## src/rtl/register_pkg.sv

```systemverilog
// rtl/register_pkg.sv - op-select encoding and priority encoder for register_nb
package register_pkg;

    typedef enum logic [2:0] {
        OP_NONE = 3'd0,
        OP_CL   = 3'd1,
        OP_LD   = 3'd2,
        OP_INC  = 3'd3,
        OP_DEC  = 3'd4,
        OP_SHR  = 3'd5,
        OP_SHL  = 3'd6
    } op_t;

    // Highest-priority asserted control wins; all lower ones are ignored.
    function automatic op_t op_select(
        input logic cl,
        input logic ld,
        input logic inc,
        input logic dec,
        input logic shr,
        input logic shl
    );
        if (cl)       return OP_CL;
        else if (ld)  return OP_LD;
        else if (inc) return OP_INC;
        else if (dec) return OP_DEC;
        else if (shr) return OP_SHR;
        else if (shl) return OP_SHL;
        else          return OP_NONE;
    endfunction

endpackage

```

## src/rtl/register_nb_next.sv

```systemverilog
// rtl/register_nb_next.sv - combinational next-value and overflow logic
module register_nb_next
    import register_pkg::*;
#(
    parameter int DATA_WIDTH = 8,
    parameter bit SATURATE   = 1'b0
) (
    input  op_t                   op,
    input  logic [DATA_WIDTH-1:0] out,
    input  logic [DATA_WIDTH-1:0] in,
    input  logic                  ir,
    input  logic                  il,
    output logic [DATA_WIDTH-1:0] next_val,
    output logic                  ovf_next
);

    localparam logic [DATA_WIDTH-1:0] ONE = {{(DATA_WIDTH-1){1'b0}}, 1'b1};

    always_comb begin
        next_val = out;
        ovf_next = 1'b0;
        case (op)
            OP_CL:  next_val = '0;
            OP_LD:  next_val = in;
            OP_INC: begin
                // At all-ones: wrap to zero or clamp, flagging overflow either way.
                if (&out) begin
                    ovf_next = 1'b1;
                    next_val = SATURATE ? out : '0;
                end else begin
                    next_val = out + ONE;
                end
            end
            OP_DEC: begin
                if (out == '0) begin
                    ovf_next = 1'b1;
                    next_val = SATURATE ? out : '1;
                end else begin
                    next_val = out - ONE;
                end
            end
            OP_SHR: next_val = {ir, out[DATA_WIDTH-1:1]};
            OP_SHL: next_val = {out[DATA_WIDTH-2:0], il};
            default: next_val = out;
        endcase
    end

endmodule

```

## src/rtl/register_nb.sv

```systemverilog
// rtl/register_nb.sv - parametrised load/count/shift register with overflow pulse
module register_nb
    import register_pkg::*;
#(
    parameter int                    DATA_WIDTH  = 8,
    parameter logic [DATA_WIDTH-1:0] RESET_VALUE = '0,
    parameter bit                    SATURATE    = 1'b0
) (
    input  logic                  clk,
    input  logic                  rst_n,
    input  logic                  cl,
    input  logic                  ld,
    input  logic                  inc,
    input  logic                  dec,
    input  logic                  shr,
    input  logic                  ir,
    input  logic                  shl,
    input  logic                  il,
    input  logic [DATA_WIDTH-1:0] in,
    output logic [DATA_WIDTH-1:0] out,
    output logic                  zero,
    output logic                  ovf
);

    op_t                   op;
    logic [DATA_WIDTH-1:0] next_val;
    logic                  ovf_next;

    assign op = op_select(cl, ld, inc, dec, shr, shl);

    register_nb_next #(
        .DATA_WIDTH (DATA_WIDTH),
        .SATURATE   (SATURATE)
    ) u_next (
        .op       (op),
        .out      (out),
        .in       (in),
        .ir       (ir),
        .il       (il),
        .next_val (next_val),
        .ovf_next (ovf_next)
    );

    always_ff @(posedge clk or negedge rst_n) begin
        if (!rst_n) begin
            out <= RESET_VALUE;
            ovf <= 1'b0;
        end else begin
            out <= next_val;
            ovf <= ovf_next;
        end
    end

    assign zero = (out == '0);

endmodule

```

## config.mk

```make
export PLATFORM = sky130hd
export DESIGN_NAME = register_nb
export DESIGN_NICKNAME = d
export VERILOG_FILES = /design/src/rtl/register_pkg.sv /design/src/rtl/register_nb_next.sv /design/src/rtl/register_nb.sv
export SDC_FILE = /design/constraint.sdc
export NUM_CORES = 1
export LEC_CHECK = 0
export ABC_CLOCK_PERIOD_IN_PS = 2000
export BUFFER_PORTS_ARGS = -buffer_cell sky130_fd_sc_hd__clkbuf_2
export CORE_ASPECT_RATIO = 1.25
export CORE_MARGIN = 5
export CORE_UTILIZATION = 46
export CTS_BUF_LIST = sky130_fd_sc_hd__clkbuf_2 sky130_fd_sc_hd__clkbuf_4 sky130_fd_sc_hd__clkbuf_8
export CTS_CLUSTER_DIAMETER = 100
export DETAILED_ROUTE_END_ITERATION = 8
export PLACE_DENSITY_LB_ADDON = 0.3
export SLEW_MARGIN = 15
export SYNTH_ARGS = -nofsm -noshare
export SYNTH_HDL_FRONTEND = slang
export SYNTH_SLANG_ARGS = --single-unit
```

## constraint.sdc

```tcl
create_clock -name clk -period 2 [get_ports clk]
set_input_delay 0.1 -clock clk [delete_from_list [all_inputs] [get_ports clk]]
set_output_delay 0.1 -clock clk [all_outputs]
set_load 0.05 [all_outputs]
```

==> impl_metrics.env, run 1 <==
export IMPL_status="finished, final reports clean"
export IMPL_routed_via_density=7.172
export IMPL_hold_depth=3
export IMPL_setup_violations=0
export IMPL_syn_to_final_growth_pct=22.00
export IMPL_first_global_vias=1030
export IMPL_leakage_nw=0.4842
export IMPL_die_x_um=50.88
export IMPL_synth_top_area_frac=0.2344
export IMPL_crit_path_top_delay_cell="dfrtp_2"
export IMPL_crit_buf_inv=2
export IMPL_drt_first_pass_iters=5
export IMPL_clk_latency_ps=260
export IMPL_layout_min_cycle_time_ps=1939
export IMPL_hold_path_end="out[1]"
export IMPL_synthFlopType="dfrtp_1"
export IMPL_synth_cell_type_count=45
export IMPL_slew_headroom=0.5492
export IMPL_reg2regPathDepth=7
export IMPL_worstPathMaxFanout=12
export IMPL_initial_core_util=0.4848
export IMPL_cts_root_buf="clkbuf_4"
export IMPL_cts_tree="yes"
export IMPL_worst_pin_slew_ps=674.8
export IMPL_critical_path_max_stage_delay_ps=480
export IMPL_worstHoldStart="in[1]"
export IMPL_fmax_ghz=0.5159
export IMPL_dieHeight_um=61.10
export IMPL_hold_class="input pin to register"
export IMPL_multi_input_area_sq_um=696.9
export IMPL_worst_ep_arrival_time_ps=1840
export IMPL_p_per_area_nw_per_um2=928.1
export IMPL_async_reset_ff_frac=1.000
export IMPL_rsz0062_at_grt="false"
export IMPL_core_area_sq_um=1982
export IMPL_clk_pin_slew_ps=70
export IMPL_nets=158
export IMPL_via_count=1126
export IMPL_worstPathRequired_ps=1900
export IMPL_h_tree_depth=1
export IMPL_crit_chain="inv_1, ha_2, nor4b_4, and2_4, clkbuf_4"
export IMPL_ant_nets=0
export IMPL_wirelength_mm=2.905
export IMPL_rows=18
export IMPL_synth_edf_count=0
export IMPL_antennaDiodeCount=0
export IMPL_gp_congestion=0.9531
export IMPL_first_iter_violations=85
export IMPL_drc=0
export IMPL_netlist_area_sq_um=960.9
export IMPL_syn_area_per_cell_sq_um=8.504
export IMPL_hold_viol_final=0
export IMPL_regToRegSetupSlack_ps=220
export IMPL_startpoint_type="register"
export IMPL_grt_max_degree=16
export IMPL_stdcell_area_sq_um=1172
export IMPL_ys_warn_count=0
export IMPL_synthesis_instances=113
export IMPL_register_area_sq_um=227.7
export IMPL_yosys_top_cells_area="dfrtp_1 23%, nand3_1 5.2%, a22oi_1 4.7%"
export IMPL_dp_hpwl_mm=2.120
export IMPL_grt_pass1_wl_mm=4.843
export IMPL_io_buffer_count=27
export IMPL_fin_skew_ps=2.065
export IMPL_reg2reg_to="out[6]"
export IMPL_maxCapViolCount=0
export IMPL_yosys_area_top_type="dfrtp_1"
export IMPL_syn_num_nets=133
export IMPL_drive_gt1_frac=0.3942
export IMPL_grt_remaining_overflow=0
export IMPL_die_area_sq_um=3109
export IMPL_clkSinkCount=9
export IMPL_peakVddDrop_mv=0.4699
export IMPL_ys_ff_latch=9
export IMPL_layout_worst_path_cycle_share=0.9693
export IMPL_end_kind="output pin"
export IMPL_grtUsageTotal=0.1980
export IMPL_cp_top_family="simple AND/OR/NAND/NOR gates"
export IMPL_top_level_ports=28
export IMPL_r2r_start="out[0]"
export IMPL_cts_buffers=3
export IMPL_placed_cell_area_sq_um=1104
export IMPL_cts_buffer_depth=2
export IMPL_antenna_found_initial=0
export IMPL_tns_ps=0
export IMPL_ys_seq_area_frac=0.2344
export IMPL_setup_worst_path_class="register to output pin"
export IMPL_fillers=197
export IMPL_wire_per_inst_um=18.50
export IMPL_finalMaxSlewViolations=0
kinds of logic after synthesis:
kind of cell / Yosys count / synth area share
AO/OA/AOI/OAI: 36 / 0.2982
adder cells (fa/ha/maj): 2 / 0.02604
XOR/XNOR: 2 / 0.01823
buffers and inverters: 15 / 0.06120
flip-flops: 9 / 0.2344
AND/OR/NAND/NOR: 49 / 0.3620
where the power goes:
group,internal (mW),switching [mW],leakage [nW]
sequential,0.220,0.123,0.114
combinational,0.218,0.364,0.352
clock,0.0907,0.0730,0.0184
per-stage QoR:
step,hold slack [ps],utilization,setup WS [ps],cells,power [mW]
2_1_floorplan,-195.6,-,47.21,113,0.7267
3_3_place_gp,-26.14,0.5568,221.0,150,0.8670
3_5_place_dp,-23.34,0.5568,217.1,150,0.8763
4_1_cts,43.50,0.5814,9.870,155,1.052
5_1_grt,65.05,0.5915,4.139,157,1.144
6_report,39.48,0.5915,61.48,157,1.088
tightest hold or removal path: stages:
cell and delay, ps:
clkbuf_2 80, nand2_1 40, nand3_1 60
registers in the layout, indices dropped and copies added (netlist names):
name and flops:
out 8, ovf 1
placed cells by master (no fill, tap or decap), types with 3 or more instances in the layout:
master     n
dfrtp_1    7
clkbuf_4   5
a31o_2     3
a222oi_1   4
nand2_1    6
a22oi_1    6
buf_4      5
clkbuf_2  26
o21ai_0    6
nor2_1     5
nor3_1     5
nand4_1    4
nand3_1   10
nor3b_1    3
timing repair:
action | CTS | global route
hold buffers | 1 | 0
setup endpoints to repair | 1 | 1
buffers inserted | 0 | 2
hold endpoints to repair | 9 | 0
resized for setup | 1 | 3
routing by layer:
| layer | track usage | routed length [um] | vias to the layer above |
|---|---|---|---|
| li1 | - | - | 501 |
| met5 | 0 | 0 | - |
| met2 | 0.3174 | 1376 | 85 |
| met1 | 0.2582 | 1119 | 526 |
| met3 | 0.01453 | 304 | 14 |
| met4 | 0.1241 | 105 | 0 |
final cells by class:
type | count | area share
multi-input cells | 89 | 0.5945
flip-flops and latches | 9 | 0.1942
repair buffers | 33 | 0.1580
clock buffers | 4 | 0.02561
well taps | 20 | 0.02134
inverters | 2 | 0.006403
Yosys cell counts (all sizes together), types with 3 or more instances:
library cell / count
clkbuf: 10
nand3: 10
dfrtp: 9
o21ai: 7
a22oi: 6
nand2: 6
nor2: 5
nor3: 5
a222oi: 4
nand4: 4
nor3b: 4
a221oi: 3
a31o: 3
buf: 3
nor4b: 3
worst max-delay path by stage:
stage / start / to / slack [ps] / cells after the start
global route: out[0] / zero / 4 / 5
finish: out[0] / zero / 60 / 5
floorplan: out[0] / out[7] / 50 / 7
detailed placement: out[0] / zero / 220 / 5
global placement: out[0] / zero / 220 / 5
CTS: out[0] / zero / 10 / 5
No activity file was read; power rests on OpenSTA's default activity.
==> run 2: changes to the inputs <==
==> constraint.sdc (replaced) <==
create_clock -name clk -period 2 [get_ports clk]
set_input_delay 0.2 -clock clk [delete_from_list [all_inputs] [get_ports clk]]
set_output_delay 0.2 -clock clk [all_outputs]
set_load 0.05 [all_outputs]
==> run 2 against run 1 <==
Design area increased by 2.8%. Setup slack improved by 83 ps. Global-route usage increased by 1.3 points. Count of clock-buffer cells in the layout unchanged. Register-to-register slack improved by 30 ps. Hold slack improved by 88 ps. Via count decreased by 0.44%. Non-clock buffer count increased by 3. Fmax increased by 4.5%. Cell count increased by 1.9%. Critical path depth unchanged. Clock power about the same. Highest routed layer unchanged.
==> impl_metrics.env, run 2 (same netlist as run 1, synthesis figures left out) <==
export IMPL_intPower_mw=0.5462
export IMPL_grt_pass1_wl_mm=5.043
export IMPL_worst_ep_arrival_time_ps=1660
export IMPL_worstPathMaxFanout=8
export IMPL_top_level_ports=28
export IMPL_dieHeight_um=61.10
export IMPL_wire_per_inst_um=19.04
export IMPL_hold_viol_final=0
export IMPL_end_kind="output pin"
export IMPL_first_iter_violations=79
export IMPL_largest_register_ffs=8
export IMPL_worstHoldStart="in[4]"
export IMPL_layout_cells_most_common="clkbuf_2"
export IMPL_cts_tree="yes"
export IMPL_drc=0
export IMPL_cts_buffers=3
export IMPL_worstPathRequired_ps=1800
export IMPL_gp_congestion=0.9281
export IMPL_nets=161
export IMPL_tns_ps=0
export IMPL_clk_pin_slew_ps=70
export IMPL_grtUsageTotal=0.2109
export IMPL_p_clk_frac=0.149
export IMPL_routed_via_density=7.006
export IMPL_maxCapViolCount=0
export IMPL_cts_root_buf="clkbuf_4"
export IMPL_stdcell_area_sq_um=1205
export IMPL_io_buffer_count=27
export IMPL_rsz0062_at_grt="false"
export IMPL_slew_headroom=0.5499
export IMPL_grt_max_degree=16
export IMPL_r2r_start="out[4]"
export IMPL_setup_violations=0
export IMPL_h_tree_depth=1
export IMPL_regMostFlops="out"
export IMPL_fin_skew_ps=8.382
export IMPL_peakVddDrop_mv=0.5097
export IMPL_clk_latency_ps=280
export IMPL_startpoint_type="register"
export IMPL_startpoint="out[1]"
export IMPL_clkSinkCount=9
export IMPL_core_area_sq_um=1982
export IMPL_die_x_um=50.88
export IMPL_initial_core_util=0.4848
export IMPL_drt_first_pass_iters=7
export IMPL_dp_hpwl_mm=2.139
export IMPL_syn_to_final_growth_pct=25.39
export IMPL_status="finished, final reports clean"
export IMPL_cts_buffer_depth=2
export IMPL_first_global_vias=1060
export IMPL_leakage_nw=0.5016
export IMPL_wirelength_mm=3.047
export IMPL_finalMaxSlewViolations=0
export IMPL_worst_pin_slew_ps=673.6
export IMPL_placed_cell_area_sq_um=1134
export IMPL_ant_nets=0
export IMPL_utilization=0.6080
export IMPL_p_per_area_nw_per_um2=927.2
export IMPL_antenna_found_initial=0
export IMPL_drive_gt1_frac=0.4071
export IMPL_comb_power_share=0.557
export IMPL_rows=18
export IMPL_p_switching_mw=0.5710
export IMPL_layout_worst_path_cycle_share=0.9278
export IMPL_layout_min_cycle_time_ps=1856
export IMPL_swShare=0.5111
export IMPL_top_regs="out x8, ovf x1"
export IMPL_fmax_ghz=0.5389
export IMPL_setup_worst_path_class="register to output pin"
export IMPL_die_area_sq_um=3109
export IMPL_hold_class="input pin to register"
export IMPL_antennaDiodeCount=0
export IMPL_grt_remaining_overflow=0
export IMPL_seqPwrFrac=0.294
export IMPL_final_cell_mix="26 x clkbuf_2, 10 x nand3_1, 8 x buf_4, 7 x dfrtp_1"
export IMPL_via_count=1121
run 2: changes by cell type in the layout (fill, tap and decap cells not counted), sizes merged:
cell	delta
buf	+3
run 2: critical path, cell delays in order, from the launching register on:
cell	delay [ps]
dfrtp_2	450
inv_1	100
ha_4	160
nor4b_4	250
and2_4	200
clkbuf_4	220
run 2: metal layers:
metal	global-route usage	part of all wire	wire length, um	vias up
met4	0.1168	0.024	72	0
met2	0.3582	0.50	1536	68
met1	0.2678	0.39	1178	539
met3	0.009685	0.085	259	7
met5	0	0	0	-
li1	-	-	-	507
run 2: cell type report:
class	instances	area [sq um]
Fill cell	189	777.0
Multi-Input combinational cell	89	706.9
Sequential cell	9	227.7
Timing Repair Buffer	36	207.7
Clock buffer	4	30.03
Tap cell	20	25.02
Inverter	2	7.507
run 2: repair_timing:
action / 4_1_cts / 5_1_grt
setup endpoints to repair: 1 / 1
gates resized for setup: 2 / 2
hold buffers: 1 / 0
setup buffers: 0 / 1
hold endpoints to repair: 9 / 0
run 2: path summary, 6_finish.rpt:
kind / endpoint / slack, ps / cells past startpoint
worst min register to register: out[0] / 660 / 2
worst min-delay path: out[4] / 130 / 3
worst max register to register: out[0] / 250 / 4
worst max-delay path: zero / 140 / 5
min in group asynchronous: out[4] / 320 / 2
max in group asynchronous: out[1] / 1450 / 2
run 2: power groups by stage:
stage	clock network [mW]	registers, mW	logic (mW)
after floorplan	0	0.389	0.338
after global placement	0	0.320	0.567
after detailed placement	0	0.325	0.572
after CTS	0.166	0.327	0.588
after global routing	0.180	0.339	0.675
final	0.167	0.328	0.622
run 2: stage by stage:
step	hold WS [ps]	worst slack, ps	power, mW	cells
2_1_floorplan	-95.59	47.21	0.7267	113
3_3_place_gp	79.71	288.7	0.8867	154
3_5_place_dp	80.22	219.8	0.8968	154
4_1_cts	132.1	30.43	1.081	159
5_1_grt	143.4	38.50	1.193	160
6_report	127.6	144.4	1.117	160
